`config.mk`:
```
export PLATFORM = sky130hd
export DESIGN_NAME = storage_cmd_master
export DESIGN_NICKNAME = d
export VERILOG_FILES = /design/src/rtl/storage_cmd_master.sv
export SDC_FILE = /design/constraint.sdc
export NUM_CORES = 1
export LEC_CHECK = 0
export CORE_MARGIN = 1
export CORE_UTILIZATION = 45
export CTS_BUF_LIST = sky130_fd_sc_hd__clkbuf_4 sky130_fd_sc_hd__clkbuf_8 sky130_fd_sc_hd__clkbuf_16
export CTS_CLUSTER_SIZE = 8
export DETAILED_ROUTE_END_ITERATION = 12
export PLACE_DENSITY = 0.78
export SLEW_MARGIN = 20
export SYNTH_ARGS = -nofsm -noshare
export SYNTH_HDL_FRONTEND = slang
export SYNTH_SLANG_ARGS = --single-unit
export TNS_END_PERCENT = 20
```
`constraint.sdc`:
```
create_clock -name clk -period 2.8 [get_ports clk]
set_clock_uncertainty 0.2 [all_clocks]
set_input_delay 0.56 -clock clk [delete_from_list [all_inputs] [get_ports clk]]
set_output_delay 0.56 -clock clk [all_outputs]
set_load 0.02 [all_outputs]
```
`src/rtl/storage_cmd_master.sv`:
```
`default_nettype none
// ============================================================================
// Module      : storage_cmd_master
// Description : Host-command initiator for the buffer/LIFO/FIFO storage top.
//               Turns each accepted host command into a one-cycle storage
//               transaction, guards LIFO/FIFO accesses against full/empty,
//               captures read data after RD_LAT cycles and returns exactly
//               one response per command. Keeps saturating counts of
//               completed writes, reads and rejected commands.
// Revision    : 1.0 - initial release
// ============================================================================
module storage_cmd_master #(
    parameter int DinLENGTH = 32,
    parameter int WIDTH     = 4,
    parameter int RD_LAT    = 1
) (
    input  logic                 clk,
    input  logic                 reset,
    // host request channel
    input  logic                 cmd_valid,
    output logic                 cmd_ready,
    input  logic [1:0]           cmd_target,
    input  logic                 cmd_write,
    input  logic [WIDTH-1:0]     cmd_addr,
    input  logic [DinLENGTH-1:0] cmd_data,
    // host response channel
    output logic                 rsp_valid,
    input  logic                 rsp_ready,
    output logic [DinLENGTH-1:0] rsp_data,
    output logic                 rsp_err,
    // storage interface
    output logic                 chip_en_buf,
    output logic                 chip_en_lifo,
    output logic                 chip_en_fifo,
    output logic [DinLENGTH-1:0] din,
    output logic [WIDTH-1:0]     addr,
    output logic                 r_w,
    output logic                 valid,
    output logic [1:0]           opcode,
    input  logic [DinLENGTH-1:0] dout,
    input  logic                 full,
    input  logic                 empty,
    // statistics
    output logic [15:0]          wr_cnt,
    output logic [15:0]          rd_cnt,
    output logic [15:0]          err_cnt
);

    typedef enum logic [1:0] {
        S_IDLE    = 2'd0,
        S_ISSUE   = 2'd1,
        S_WAIT_RD = 2'd2,
        S_RESP    = 2'd3
    } state_t;

    localparam logic [1:0]  C_TGT_BUF  = 2'b00;
    localparam logic [1:0]  C_TGT_LIFO = 2'b01;
    localparam logic [1:0]  C_TGT_FIFO = 2'b10;
    localparam logic [1:0]  C_TGT_RSVD = 2'b11;
    localparam logic [1:0]  C_OP_IDLE  = 2'b00;
    localparam logic [1:0]  C_OP_WR    = 2'b01;
    localparam logic [1:0]  C_OP_RD    = 2'b10;
    localparam logic [2:0]  C_RD_LOAD  = 3'(RD_LAT - 1);
    localparam logic [15:0] C_CNT_MAX  = 16'hFFFF;

    state_t                 r_state_q,    w_state_d;
    logic [2:0]             r_lat_q,      w_lat_d;
    logic                   r_valid_q,    w_valid_d;
    logic                   r_ce_buf_q,   w_ce_buf_d;
    logic                   r_ce_lifo_q,  w_ce_lifo_d;
    logic                   r_ce_fifo_q,  w_ce_fifo_d;
    logic                   r_r_w_q,      w_r_w_d;
    logic [1:0]             r_opcode_q,   w_opcode_d;
    logic [DinLENGTH-1:0]   r_din_q,      w_din_d;
    logic [WIDTH-1:0]       r_addr_q,     w_addr_d;
    logic [DinLENGTH-1:0]   r_rsp_data_q, w_rsp_data_d;
    logic                   r_rsp_err_q,  w_rsp_err_d;
    logic                   r_is_wr_q,    w_is_wr_d;
    logic [15:0]            r_wr_cnt_q,   w_wr_cnt_d;
    logic [15:0]            r_rd_cnt_q,   w_rd_cnt_d;
    logic [15:0]            r_err_cnt_q,  w_err_cnt_d;

    logic w_accept;
    logic w_queue_tgt;
    logic w_cmd_err;

    // Ready is withheld while reset is asserted so nothing is accepted then.
    assign cmd_ready   = (r_state_q == S_IDLE) && !reset;
    assign w_accept    = cmd_valid && cmd_ready;
    assign w_queue_tgt = (cmd_target == C_TGT_LIFO) || (cmd_target == C_TGT_FIFO);
    // Only LIFO/FIFO can overflow/underflow; the reserved target is always rejected.
    assign w_cmd_err   = (cmd_target == C_TGT_RSVD) ||
                         (w_queue_tgt && (cmd_write ? full : empty));

    // Next-state, downstream transaction and response/counter updates.
    always_comb begin
        w_state_d    = r_state_q;
        w_lat_d      = r_lat_q;
        w_valid_d    = r_valid_q;
        w_ce_buf_d   = r_ce_buf_q;
        w_ce_lifo_d  = r_ce_lifo_q;
        w_ce_fifo_d  = r_ce_fifo_q;
        w_r_w_d      = r_r_w_q;
        w_opcode_d   = r_opcode_q;
        w_din_d      = r_din_q;
        w_addr_d     = r_addr_q;
        w_rsp_data_d = r_rsp_data_q;
        w_rsp_err_d  = r_rsp_err_q;
        w_is_wr_d    = r_is_wr_q;
        w_wr_cnt_d   = r_wr_cnt_q;
        w_rd_cnt_d   = r_rd_cnt_q;
        w_err_cnt_d  = r_err_cnt_q;

        case (r_state_q)
            S_IDLE: begin
                if (w_accept) begin
                    w_is_wr_d    = cmd_write;
                    w_rsp_data_d = '0;
                    if (w_cmd_err) begin
                        // Rejected: answer directly, storage is never touched.
                        w_rsp_err_d = 1'b1;
                        w_state_d   = S_RESP;
                    end else begin
                        w_rsp_err_d = 1'b0;
                        w_valid_d   = 1'b1;
                        w_ce_buf_d  = (cmd_target == C_TGT_BUF);
                        w_ce_lifo_d = (cmd_target == C_TGT_LIFO);
                        w_ce_fifo_d = (cmd_target == C_TGT_FIFO);
                        w_r_w_d     = cmd_write;
                        w_opcode_d  = cmd_write ? C_OP_WR : C_OP_RD;
                        w_din_d     = cmd_write ? cmd_data : '0;
                        w_addr_d    = (cmd_target == C_TGT_BUF) ? cmd_addr : '0;
                        w_state_d   = S_ISSUE;
                    end
                end
            end
            S_ISSUE: begin
                // The strobe lives for exactly this one cycle; din/addr/r_w hold.
                w_valid_d   = 1'b0;
                w_ce_buf_d  = 1'b0;
                w_ce_lifo_d = 1'b0;
                w_ce_fifo_d = 1'b0;
                w_opcode_d  = C_OP_IDLE;
                w_lat_d     = C_RD_LOAD;
                w_state_d   = r_is_wr_q ? S_RESP : S_WAIT_RD;
            end
            S_WAIT_RD: begin
                if (r_lat_q == 3'd0) begin
                    w_rsp_data_d = dout;
                    w_rsp_err_d  = 1'b0;
                    w_state_d    = S_RESP;
                end else begin
                    w_lat_d = r_lat_q - 3'd1;
                end
            end
            S_RESP: begin
                if (rsp_ready) begin
                    w_state_d = S_IDLE;
                    if (r_rsp_err_q) begin
                        if (r_err_cnt_q != C_CNT_MAX) w_err_cnt_d = r_err_cnt_q + 16'd1;
                    end else if (r_is_wr_q) begin
                        if (r_wr_cnt_q != C_CNT_MAX) w_wr_cnt_d = r_wr_cnt_q + 16'd1;
                    end else begin
                        if (r_rd_cnt_q != C_CNT_MAX) w_rd_cnt_d = r_rd_cnt_q + 16'd1;
                    end
                end
            end
            default: w_state_d = S_IDLE;
        endcase
    end

    // State and output registers; reset drops any in-flight command.
    always_ff @(posedge clk) begin
        if (reset) begin
            r_state_q    <= S_IDLE;
            r_lat_q      <= 3'd0;
            r_valid_q    <= 1'b0;
            r_ce_buf_q   <= 1'b0;
            r_ce_lifo_q  <= 1'b0;
            r_ce_fifo_q  <= 1'b0;
            r_r_w_q      <= 1'b0;
            r_opcode_q   <= C_OP_IDLE;
            r_din_q      <= '0;
            r_addr_q     <= '0;
            r_rsp_data_q <= '0;
            r_rsp_err_q  <= 1'b0;
            r_is_wr_q    <= 1'b0;
            r_wr_cnt_q   <= 16'd0;
            r_rd_cnt_q   <= 16'd0;
            r_err_cnt_q  <= 16'd0;
        end else begin
            r_state_q    <= w_state_d;
            r_lat_q      <= w_lat_d;
            r_valid_q    <= w_valid_d;
            r_ce_buf_q   <= w_ce_buf_d;
            r_ce_lifo_q  <= w_ce_lifo_d;
            r_ce_fifo_q  <= w_ce_fifo_d;
            r_r_w_q      <= w_r_w_d;
            r_opcode_q   <= w_opcode_d;
            r_din_q      <= w_din_d;
            r_addr_q     <= w_addr_d;
            r_rsp_data_q <= w_rsp_data_d;
            r_rsp_err_q  <= w_rsp_err_d;
            r_is_wr_q    <= w_is_wr_d;
            r_wr_cnt_q   <= w_wr_cnt_d;
            r_rd_cnt_q   <= w_rd_cnt_d;
            r_err_cnt_q  <= w_err_cnt_d;
        end
    end

    assign rsp_valid    = (r_state_q == S_RESP);
    assign rsp_data     = r_rsp_data_q;
    assign rsp_err      = r_rsp_err_q;
    assign valid        = r_valid_q;
    assign chip_en_buf  = r_ce_buf_q;
    assign chip_en_lifo = r_ce_lifo_q;
    assign chip_en_fifo = r_ce_fifo_q;
    assign r_w          = r_r_w_q;
    assign opcode       = r_opcode_q;
    assign din          = r_din_q;
    assign addr         = r_addr_q;
    assign wr_cnt       = r_wr_cnt_q;
    assign rd_cnt       = r_rd_cnt_q;
    assign err_cnt      = r_err_cnt_q;

endmodule
`default_nettype wire

```
==> results_dict.tcl <==
set metrics [dict create \
    outcome "finished, final reports clean" \
    wl_per_cell_um 16.1 \
    cp-start-kind "register" \
    fin_nets 942 \
    area_growth_pct 52.9 \
    slew_headroom_pct 53.7 \
    ant_nets 0 \
    ios 203 \
    ctsHtreeMaxLevel 4 \
    synthTopCellsByArea "dfxtp_1 (47%), a21oi_1 (7.6%), nand3_1 (5.3%)" \
    die-area_um2 12800 \
    rsz0062_at_grt "no" \
    p_leak_nw 2.85 \
    synth-adder-area-share_pct 3.15 \
    hold_violations 0 \
    worst-path-max-fanout 5 \
    period_needed_ps 2630 \
    syn_area_um2 5560 \
    gp_congestion 0.818 \
    maxCapViolCount 0 \
    grt_pass1_vias 5468 \
    synth-compound-area-share_pct 20.2 \
    synth_top_family_by_area "simple AND/OR/NAND/NOR gates" \
    synthCells 651 \
    syn_area_per_cell_um2 8.54 \
    synth_seq_cells 130 \
    diodes 0 \
    fp-row-count 40 \
    die_w_um 113 \
    critical_path_arrival_ps 1870 \
    slowest_stage "clkdlybuf4s50_1" \
    slowest_delay_ps 640 \
    drt_pass1_iterations 5 \
    cp_top_family "buffers and inverters" \
    grt_max_degree 68 \
    ir_worst_vdd_mv 0.526 \
    fmax_mhz 381 \
    cts_tree "done" \
    async_reset_ff_share_pct 0 \
    clk_pin_slew_ps 60 \
    p_per_area_nw_per_um2 667 \
    critPathBufInv 2 \
    max-clock-path-buffers 2 \
    synth_edf_count 0 \
    dr.first_iter.drc_count 393 \
    drc 0 \
    viasPerCell 5.72 \
    drv_slew 0 \
    hpwl_mm 11.3 \
    cts.hold.buffers_added 0 \
    post_cts_buffers 0 \
    clock_latency_ps 410 \
    grt.overflow.total 0 \
    postLayoutCoreUtil_pct 70.7 \
    hp-class "primary input to register" \
    cts_resized 0 \
    drive_gt1_share_pct 7.87 \
    netlist_top_cells_count "dfxtp_1 (130), a21oi_1 (84), nand3_1 (59)" \
    core-area_um2 12000 \
    grt.total_usage_pct 25.4 \
    synth_xor_area_share_pct 0.158 \
    cts_buffers 17 \
    cts_sinks 130 \
    grt_pass1_wl_mm 25.9 \
    finalCritPeriodShare_pct 93.8 \
    start_util_pct 46.3 \
    antenna_found_initial 0 \
    die_y_um 113 \
    numPortBuffers 202 \
    path_cells "inv_1 -> ha_1 -> nor2b_1 -> clkdlybuf4s50_1" \
    synth_top_flop_cell "dfxtp_1" \
    yosysSeqAreaShare_pct 46.8 \
    critPathKind "register to primary output" \
    vias 5787 \
    synthMuxAreaShare_pct 1.22 \
    synth.distinct_cells 43 \
    setup_tns_ps 0 \
    holdWs_ps 226 \
    synth_top_cell_area_share_pct 46.8 \
    root_buffer "clkbuf_16" \
    tightest_slew_ps 694 \
    yosysTopAreaCell "dfxtp_1" \
    wl_mm 16.3 \
    endpoint_kind "primary output" \
    cp.required_ps 2040 \
    synth_nets 742 \
    yosys_warnings 0 \
    setup_viol 0 \
    synth.most_common_cell "dfxtp_1" \
    yosys.area_share.simple_pct 24.5 \
]
==> worst reg2reg max path, cell delays in order, from the launching register on <==
cell	delay, ps
dfxtp_1	390
ha_1	220
nand4bb_1	140
or4_1	630
nor4b_1	320
mux2_2	370
==> sequential cells by signal, indices dropped and copies added (netlist names), 2 cells and up <==
register	cells
wr_cnt	16
r_state_q	2
r_lat_q	3
rd_cnt	16
rsp_data	32
din	32
opcode	2
addr	4
err_cnt	16
==> area by class of cell <==
| cell class | count | area (um2) |
|---|---|---|
| clock buffer | 19 | 453 |
| clock inverter | 13 | 231 |
| fill | 937 | 3510 |
| inverter | 13 | 48.8 |
| multi-input combinational | 463 | 2750 |
| sequential | 130 | 2600 |
| tap | 147 | 184 |
| timing repair buffer | 226 | 2220 |
==> path summary, 6_finish.rpt <==
kind	slack [ps]	start	to	cells past startpoint
setup / recovery	170	r_state_q[0]	cmd_ready	4
setup reg to reg	430	r_state_q[1]	rd_cnt[15]	5
hold / removal	230	reset	r_is_wr_q	2
hold reg to reg	250	din[7]	din[7]	2
==> through the flow <==
step	power (mW)	setup WS, ps	area [um2]	cells
after global placement	3.11	-35.4	7810	979
after global routing	5.88	58.2	8500	1011
after CTS	5.71	145	8500	1011
after detailed placement	3.16	-69.7	7810	979
final	5.67	174	8500	1011
after floorplan	2.65	261	5560	651
==> logic make-up (layout without fill, tap and decap cells) <==
kind of cell,count (synthesis),in the layout
compound gates,180,180
flops,130,130
fa+ha+maj,14,14
mux,6,6
buf+inv,58,271
simple gates,262,262
xor+xnor,1,1
==> per-layer routing <==
layer	share of wire, %	vias to the layer above	GRT usage [%]
met2	49	200	42.4
met3	7.2	29	8.78
met1	42	2744	29.5
met5	0	-	0
li1	-	2814	-
met4	2.4	0	11.2
==> where the power goes <==
part	total (mW)	switching (mW)	internal, mW	leakage, nW
clock	2.55	0.832	1.72	0.317
combinational	1.10	0.619	0.477	1.49
sequential	2.03	0.0681	1.96	1.05
total	5.67	1.52	4.15	2.85
==> cells in the final DEF, fill, tap and decap left out, drive strengths merged, types with 5 or more instances in the layout <==
master           n
clkbuf          19
dfxtp          130
inv             13
or4             21
nor2b            7
o21a             5
o21ai           17
clkinvlp         5
nand2b           5
nor3             7
bufinv           6
nand4           12
or3             18
mux2             6
and4             7
a22oi           32
buf             25
a211oi           6
nor4             5
a21oi           84
nand2           55
o31ai           22
clkdlybuf4s50  201
nor2            51
ha              14
nand3           59
Note: power is estimated with default switching activity, not from simulation.
